### config.mk
export PLATFORM = sky130hd
export DESIGN_NAME = pipe_scheduler_flat
export DESIGN_NICKNAME = d
export VERILOG_FILES = /design/src/rtl/pipe_scheduler_if.sv /design/src/rtl/pipe_scheduler.sv /design/src/flat_wrapper.sv
export SDC_FILE = /design/constraint.sdc
export NUM_CORES = 1
export LEC_CHECK = 0
export CAP_MARGIN = 5
export CORE_AREA = 3 3 123 113
export CTS_CLUSTER_SIZE = 30
export DETAILED_ROUTE_END_ITERATION = 10
export DIE_AREA = 0 0 126 116
export DONT_BUFFER_PORTS = 1
export SKIP_LAST_GASP = 1
export SLEW_MARGIN = 10
export SYNTH_ARGS = -nofsm -noshare
export SYNTH_HDL_FRONTEND = slang
export SYNTH_SLANG_ARGS = --single-unit
### constraint.sdc
create_clock -name clk -period 3.3 [get_ports clk]
set_input_delay 0.66 -clock clk [delete_from_list [all_inputs] [get_ports clk]]
set_output_delay 0.66 -clock clk [all_outputs]
set_load 0.05 [all_outputs]
### src/rtl/pipe_scheduler_if.sv
// pipe_scheduler_if: control inputs and packed pipe-slot outputs of the pipe scheduler
interface pipe_scheduler_if #(
    parameter int N_PIPE = 3
);
    logic                  start;
    logic                  halt;
    logic [7:0]            n_row;
    logic [24*N_PIPE-1:0]  pipes;
    logic                  valid;
    logic                  passed;
    logic [15:0]           score;
    modport master (output start, halt, n_row, input pipes, valid, passed, score);
    modport slave (input start, halt, n_row, output pipes, valid, passed, score);
endinterface

### src/rtl/pipe_scheduler.sv
// pipe_scheduler: pipe slot ring sequencer with LFSR gap respawn; scoring enabled by PIPE_SCHED_SCORE_EN
module pipe_scheduler #(
    parameter int N_PIPE     = 3,
    parameter int GAP_LEN    = 8,
    parameter int PIPE_GAP   = 50,
    parameter int SCROLL_DIV = 3,
    parameter int PASS_COL   = 4,
    parameter int MAX_TRIES  = 16
) (
    input logic clk,
    input logic rst,
    pipe_scheduler_if.slave bus
);
`ifdef PIPE_SCHED_SCORE_EN
    localparam bit SCORE_EN = 1'b1;
`else
    localparam bit SCORE_EN = 1'b0;
`endif
    localparam int IW = $clog2(N_PIPE + 1);
    localparam int CW = $clog2(SCROLL_DIV + 1);
    localparam int TW = $clog2(MAX_TRIES + 1);
    typedef enum logic [2:0] {IDLE, SEED, RUN, SPAWN, HALT} state_t;
    state_t state, state_n;
    logic [15:0] lfsr;
    logic [7:0] pos [N_PIPE];
    logic [7:0] mx [N_PIPE];
    logic [7:0] mn [N_PIPE];
    logic [IW-1:0] idx;
    logic [CW-1:0] cnt;
    logic [TW-1:0] tries;
    logic valid, passed;
    logic [15:0] score;
    logic fits, accept, tick, last_seed, restart, draw, scroll, pass;
    logic [7:0] new_min;
    // candidate acceptance, scroll tick and next state
    always_comb begin
        fits = bus.n_row > 8'(GAP_LEN) && lfsr[7:0] < bus.n_row - 8'(GAP_LEN);
        accept = fits || bus.n_row <= 8'(GAP_LEN) || tries == TW'(MAX_TRIES - 1);
        new_min = fits ? lfsr[7:0] : 8'd0;
        tick = cnt == CW'(SCROLL_DIV - 1);
        last_seed = idx == IW'(N_PIPE - 1);
        restart = (state == IDLE || state == HALT) && bus.start;
        draw = (state == SEED || state == SPAWN) && !bus.halt;
        scroll = state == RUN && !bus.halt;
        pass = scroll && tick && pos[0] == 8'(PASS_COL);
        state_n = state;
        case (state)
            IDLE, HALT: state_n = bus.start ? SEED : state;
            SEED:       state_n = bus.halt ? HALT : (accept && last_seed) ? RUN : SEED;
            RUN:        state_n = bus.halt ? HALT : (tick && pos[0] == 8'd0) ? SPAWN : RUN;
            SPAWN:      state_n = bus.halt ? HALT : accept ? RUN : SPAWN;
            default:    state_n = IDLE;
        endcase
    end
    // state register
    always_ff @(posedge clk or posedge rst) begin
        if (rst) state <= IDLE;
        else state <= state_n;
    end
    // slot ring, LFSR and scroll/try/seed counters
    always_ff @(posedge clk or posedge rst) begin
        if (rst) begin
            lfsr <= 16'hACE1;
            idx <= '0;
            cnt <= '0;
            tries <= '0;
            valid <= 1'b0;
            for (int i = 0; i < N_PIPE; i++) begin
                pos[i] <= 8'd0;
                mx[i] <= 8'd0;
                mn[i] <= 8'd0;
            end
        end else if (restart) begin
            idx <= '0;
            tries <= '0;
            valid <= 1'b0;
        end else if (draw) begin
            lfsr <= {^(lfsr & 16'h002D), lfsr[15:1]};
            tries <= accept ? '0 : tries + TW'(1);
            if (accept && state == SEED) begin
                pos[idx] <= 8'(PIPE_GAP * (int'(idx) + 1));
                mn[idx] <= new_min;
                mx[idx] <= new_min + 8'(GAP_LEN);
                idx <= idx + IW'(1);
                if (last_seed) begin
                    cnt <= '0;
                    valid <= 1'b1;
                end
            end else if (accept) begin
                for (int i = 0; i < N_PIPE - 1; i++) begin
                    pos[i] <= pos[i+1];
                    mx[i] <= mx[i+1];
                    mn[i] <= mn[i+1];
                end
                pos[N_PIPE-1] <= pos[N_PIPE-1] + 8'(PIPE_GAP);
                mn[N_PIPE-1] <= new_min;
                mx[N_PIPE-1] <= new_min + 8'(GAP_LEN);
            end
        end else if (scroll) begin
            cnt <= tick ? '0 : cnt + CW'(1);
            if (tick && pos[0] != 8'd0)
                for (int i = 0; i < N_PIPE; i++) pos[i] <= pos[i] - 8'd1;
        end
    end
    // cleared-pipe counter and pass pulse; constant zero when scoring is disabled
    always_ff @(posedge clk or posedge rst) begin
        if (rst) begin
            score <= 16'd0;
            passed <= 1'b0;
        end else begin
            passed <= SCORE_EN && pass;
            score <= restart ? 16'd0 : (SCORE_EN && pass) ? score + 16'd1 : score;
        end
    end
    assign bus.valid = valid;
    assign bus.passed = passed;
    assign bus.score = score;
    for (genvar i = 0; i < N_PIPE; i++) begin : g_pack
        assign bus.pipes[24*i +: 24] = {pos[i], mx[i], mn[i]};
    end
endmodule
### src/flat_wrapper.sv
// flat-port wrapper written by rule: the top's interface ports become plain ports
module pipe_scheduler_flat 
#(
    parameter int N_PIPE     = 3,
    parameter int GAP_LEN    = 8,
    parameter int PIPE_GAP   = 50,
    parameter int SCROLL_DIV = 3,
    parameter int PASS_COL   = 4,
    parameter int MAX_TRIES  = 16
)
  (clk, rst, bus_start, bus_halt, bus_n_row, bus_pipes, bus_valid, bus_passed, bus_score);
  pipe_scheduler_if #(.N_PIPE(N_PIPE)) bus_i ();
  input logic clk;
  input logic rst;
  input wire logic [$bits(bus_i.start)-1:0] bus_start;
  input wire logic [$bits(bus_i.halt)-1:0] bus_halt;
  input wire logic [$bits(bus_i.n_row)-1:0] bus_n_row;
  output wire logic [$bits(bus_i.pipes)-1:0] bus_pipes;
  output wire logic [$bits(bus_i.valid)-1:0] bus_valid;
  output wire logic [$bits(bus_i.passed)-1:0] bus_passed;
  output wire logic [$bits(bus_i.score)-1:0] bus_score;
  assign bus_i.start = bus_start;
  assign bus_i.halt = bus_halt;
  assign bus_i.n_row = bus_n_row;
  assign bus_pipes = bus_i.pipes;
  assign bus_valid = bus_i.valid;
  assign bus_passed = bus_i.passed;
  assign bus_score = bus_i.score;
  pipe_scheduler #(.N_PIPE(N_PIPE), .GAP_LEN(GAP_LEN), .PIPE_GAP(PIPE_GAP), .SCROLL_DIV(SCROLL_DIV), .PASS_COL(PASS_COL), .MAX_TRIES(MAX_TRIES)) u_core (.clk(clk), .rst(rst), .bus(bus_i));
endmodule
[Word level (Yosys, flattened, before mapping)]
Index checks and enable logic that the tools add are counted.
Widths: inputs -> output; s select.
Word-level totals
  memories: 0
  logic and storage cells: 113
  input bits: 12
  memory bits (writable): 0
  bits in read-only memories: 0
  register bits: 101
  latch bits: 0
Cells by class
  eq/ne operators: 11
  multipliers: 1
  mux-type cells: 38
  order comparisons: 5
  $add $sub $neg: 10
  divide/modulo/power cells: 0
  shifts and indexed selects: 0
  bitwise gates (word level): 2
  reductions and logical operators: 31
Operators by type and width (number)
  $mux 24: 9
  $bwmux 24: 3
  $mul 6x32->7 const A: 1
  $sub 8x1->8 const B: 3
  $mux 2: 9
  $demux 8 s2: 1
  $mux 8: 2
  $reduce_xor 16->1: 1
  $mux 5: 3
  $mux 3: 4
  $pmux 3 s4: 1
  $reduce_bool 2->1: 6
  $logic_and 1x1->1: 9
  $add 8x4->8 const B: 1
  $add 8x6->8 const B: 1
  $gt 8x4->1 const B: 1
  $le 8x4->1 const B: 1
  $logic_not 8->1: 1
  $lt 8x8->1: 1
  $reduce_and 4->1: 2
  $reduce_bool 8->1: 1
  $sub 8x4->8 const B: 1
  $eq 3x2->1 const B: 2
  $mux 1: 6
  other kinds (20): 28

[Logic depth before layout (Yosys ltp)]
  word-level depth: 9
  gate-level depth with buffers: 17
  depth with buffers taken out: 16

[Worst setup path before layout]
OpenSTA, ideal clock, no wires.
  path type: input -> register
  from: in bus_n_row[3]
  to: reg u_core.mx (netlist bit u_core.bus.pipes[15])
  setup slack: 0.078 ns
  arrival time: 3.096 ns
  buffers on the path: 1
  data required time: 3.174 ns
  cell stages on the path: 17
  cells stage by stage: inv_1 ha_1 nand2_1 xor2_1 ha_1 a21oi_1 o21ai_0 a211oi_1 clkbuf_1 nand2_1 inv_1 ha_1 nand3_1 xor2_1 inv_1 a22oi_1 a21oi_1
Between the ends
  cells in the longest elaborated chain, start to end: 8
Ends and longest elaborated chain
  start: declaration: RTL line flat_wrapper.sv:17  | input wire logic [$bits(bus_i.n_row)-1:0] bus_n_row;
  parallel branches: the longest is 8 deep, another holds $sub 8x4->8
  end signal: indexed assignment: RTL line pipe_scheduler.sv:83  | mx[idx] <= new_min + 8'(GAP_LEN);
  end signal: indexed assignment: RTL line pipe_scheduler.sv:92  | mx[i] <= mx[i+1];
  end signal: indexed assignment: RTL line pipe_scheduler.sv:97  | mx[N_PIPE-1] <= new_min + 8'(GAP_LEN);
  end: declaration: RTL line pipe_scheduler.sv:26  | logic [7:0] mx [N_PIPE];
Several ways; the timed one is not identified.
A chain may end at the register's enable or synchronous reset.

[Final worst setup path]
  from: reg u_core.lfsr[2]
  to: reg u_core.mx (netlist bit u_core.bus.pipes[37])
Between the ends
  cells in the longest elaborated chain, start to end: 7
Ends and longest elaborated chain
  start: declaration: RTL line pipe_scheduler.sv:24  | logic [15:0] lfsr;
  start signal: assignment: RTL line pipe_scheduler.sv:78  | lfsr <= {^(lfsr & 16'h002D), lfsr[15:1]};
  parallel branches: the longest is 7 deep, another holds $lt 8x8->1
Several ways; the timed one is not identified.

==> results.md <==
- Outcome: completed
- Area Growth Syn to Fin: 8.13%
- CTS clock-pin slew for the worst setup and hold paths: 60 ps
- Port bufs: 0
- Worst Path Max Fanout: 7
- Ratio of cells with drive above 1 in the final layout: 10.4%
- Arr. time, crit path: 3160 ps
- Post-placement cell count: 756
- Met1 usage in global routing: 26.3%
- Startpoint Class: register
- Period utilisation layout: 87.1%
- CTS buffer count: 9
- WHS: 217 ps
- GRT Residual Overflow: 0
- Synthesized area: 5440 um2
- CTS tree: built
- Critical Path Sink Type: register
- Number of routed nets with antenna violations: 0
- # Max-Cap Violations: 0
- Tmin final: 2880 ps
- Yosys top cell area share: 38.7%
- Clock Power Share: 16.1%
- RSZ-0062 raised after global routing: no
- Worst path cell trace: ha_1 -> a211oi_1 -> o21ai_0 -> a211oi_2 -> nand2_1 -> inv_1 -> ha_1 -> nor2b_1 -> o21ai_0 -> a31oi_1 -> a22oi_1 -> a21oi_1
- Most common cell after layout, fill and taps aside: nand2_1
- GRT Util Overall: 19.0%
- Hold Vio Cnt, Final: 0
- Net Sw Frac: 54.0%
- Drt drc: 0
- Ranking of synthesized cells by area: dfrtp_1 (39%), nand2_1 (6.6%), ha_1 (5.5%), nor2_1 (4.9%), a21oi_1 (4.3%)
- Fin nets: 639
- IR drop worst, VDD: 410 uV
- Worst rel slew slack: 35.9%
- Min-delay worst type: in2async
- Mean Syn Cell Area: 8.75 um2
- Core Area: 12,700 um2
- Net switching power figure: 0.00383 W
- First-pass GRT wire length: 22,200 um
- Fillers: 1,212
- Num rows: 39
- Sink Count: 92
- Hpwl dp: 9520 um
- Worst-Skew Late Latency: 350 ps
- Worst-Margin Slew: 962 ps
- Post-Route WL: 13,500 um
- Wire per inst: 17.5 um
- CTS Root Cell: clkbuf_16
- Final cell count without fillers: 772
- Final RePlAce weighted congestion: 0.859
- Clk_skew: 9.17 ps
- Ant diodes: 0
- Iter 0 DRT Violations: 378
- M3 GR Usage: 7.05%
- Die Y: 116 um
- Post-CTS Setup Bufs: 0
- Top FF cell, synth: dfrtp_1
- Initial core utilization: 42.8%
- Die X: 126 um
- Synth cell types: 63
- Kind of critical path: reg2reg
- Lkg Pwr: 2.54 nW
- Area post-placement: 5540 um2
- Critical Path RT: 3580 ps
- Slowest stage delay, CP: 480 ps
- Slowest CP cell: dfrtp_1
- Post-synth top area cell: dfrtp_1
- Grt peak-use layer: met2
- Design Area, Final: 5880 um2
- H-Tree Depth: 3
- Slew Viols, Final: 0
- Area of the die: 14,600 um2
- Initial antenna violation count: 0
- Vias per cell: 5.61
- Most frequent cells in the layout: nand2_1 (96), dfrtp_1 (84), nor2_1 (70)
- Pwr dens: 1210 nW/um2
- Slack of the worst reg-to-reg path: 420 ps
- Largest net degree at the start of global routing: 55
- Seq/Total Area, Yosys: 42.5%
- IO Pins: 102
- Clock Path Buffers: 2
- Synth Register Bits: 92
- Fmax: 348 MHz
- Vias in the first global route: 4,071
- Via count: 4,334
- GRT met2 Usage: 28.5%
- Int Pwr: 0.00327 W
- Comb power frac: 35.8%
- Asr flop ratio synth: 100%
- Post-layout util: 46.3%
- Ys Warns: 0
- Sequential power share: 48.2%
- Post-synth EDFFs: 0
- Final setup fails: 0
- DRT Pass-1 Iters: 5
- Synth Instances: 621
[cell families after synthesis]
kind of cell / Yosys count / synth area share [%]
XOR/XNOR: 26 / 4.19
AND/OR/NAND/NOR: 222 / 18.1
adder cells (fa/ha/maj): 24 / 5.52
buffers and inverters: 85 / 8.22
multiplexers: 5 / 0.990
flip-flops: 92 / 42.5
AO/OA/AOI/OAI: 166 / 20.4
other: 1 / 0.0690
[worst paths after layout]
check / end / cells after the start / from
setup / recovery: u_core.bus.pipes[37] / 12 / u_core.lfsr[2]
hold / removal: u_core.tries[2] / 1 / rst
setup reg to reg: u_core.bus.pipes[37] / 12 / u_core.lfsr[2]
hold reg to reg: u_core.lfsr[10] / 2 / u_core.lfsr[10]
max in group asynchronous: u_core.lfsr[7] / 2 / rst
min in group clk: u_core.state[1] / 1 / bus_halt
[repair_timing]
action | in CTS | in global routing
setup endpoints to repair | 0 | 1
gates resized for setup | 0 | 3
hold buffers | 0 | 0
[cells in the mapped netlist (all sizes together), types with 3 or more instances]
cell     n
a211oi  10
a21oi   49
a22o     7
a22oi   25
a31oi    8
and3     4
buf     43
clkbuf  19
dfrtp   84
dfstp    8
ha      24
inv     23
mux2     3
nand2   96
nand2b   5
nand3   13
nor2    72
nor2b    5
nor3     6
nor3b    3
nor4     5
o21a     5
o21ai   34
o221ai   3
o22ai    4
o31ai    3
or2      3
or4      3
xnor2   16
xor2    10
[power by group through the flow]
stage	logic [W]	registers (W)	clock network, W
after CTS	0.00253	0.00342	0.00116
after global routing	0.00287	0.00350	0.00121
final	0.00254	0.00342	0.00114
after global placement	0.00246	0.00344	0
after floorplan	0.00212	0.00316	0
after detailed placement	0.00251	0.00345	0
[area by class of cell]
cell class | count | area, um2 | share of cell area, %
Clock buffer | 11 | 243 | 4.13
Clock inverter | 5 | 85.1 | 1.45
Inverter | 23 | 88.8 | 1.51
Multi-Input combinational cell | 460 | 2750 | 46.8
Sequential cell | 92 | 2310 | 39.3
Tap cell | 164 | 205 | 3.49
Timing Repair Buffer | 17 | 190 | 3.24
[worst max-delay path, delay by kind of cell, from the launching register on]
family                   cells  cell delay [ps]
adder cells (fa/ha/maj)      2              580
AND/OR/NAND/NOR              2              270
buffers and inverters        1               90
AO/OA/AOI/OAI                7             1400
flip-flops                   1              480
[sequential cells by signal, indices dropped and copies added (netlist names)]
| signal | flops |
|---|---|
| u_core.tries | 5 |
| u_core.bus.valid | 1 |
| u_core.lfsr | 16 |
| u_core.cnt | 2 |
| u_core.bus.pipes | 63 |
| u_core.idx | 2 |
| u_core.state | 3 |
[metrics by stage]
step / worst slack [ps] / total power [W] / setup TNS, ps
2_1_floorplan: 77.5 / 0.00528 / 0
3_3_place_gp: 70.8 / 0.00590 / 0
3_5_place_dp: -47.1 / 0.00596 / -81.0
4_1_cts: 328 / 0.00712 / 0
5_1_grt: 72.5 / 0.00757 / 0
6_report: 424 / 0.00709 / 0
[per-layer routing]
layer  part of all wire (%)  vias to the layer above
met1                     46                     2103
met4                    1.2                        0
met3                    8.4                       11
met2                     44                      140
met5                      0                        -
li1                       -                     2080
Note: power is estimated with default switching activity, not from simulation.
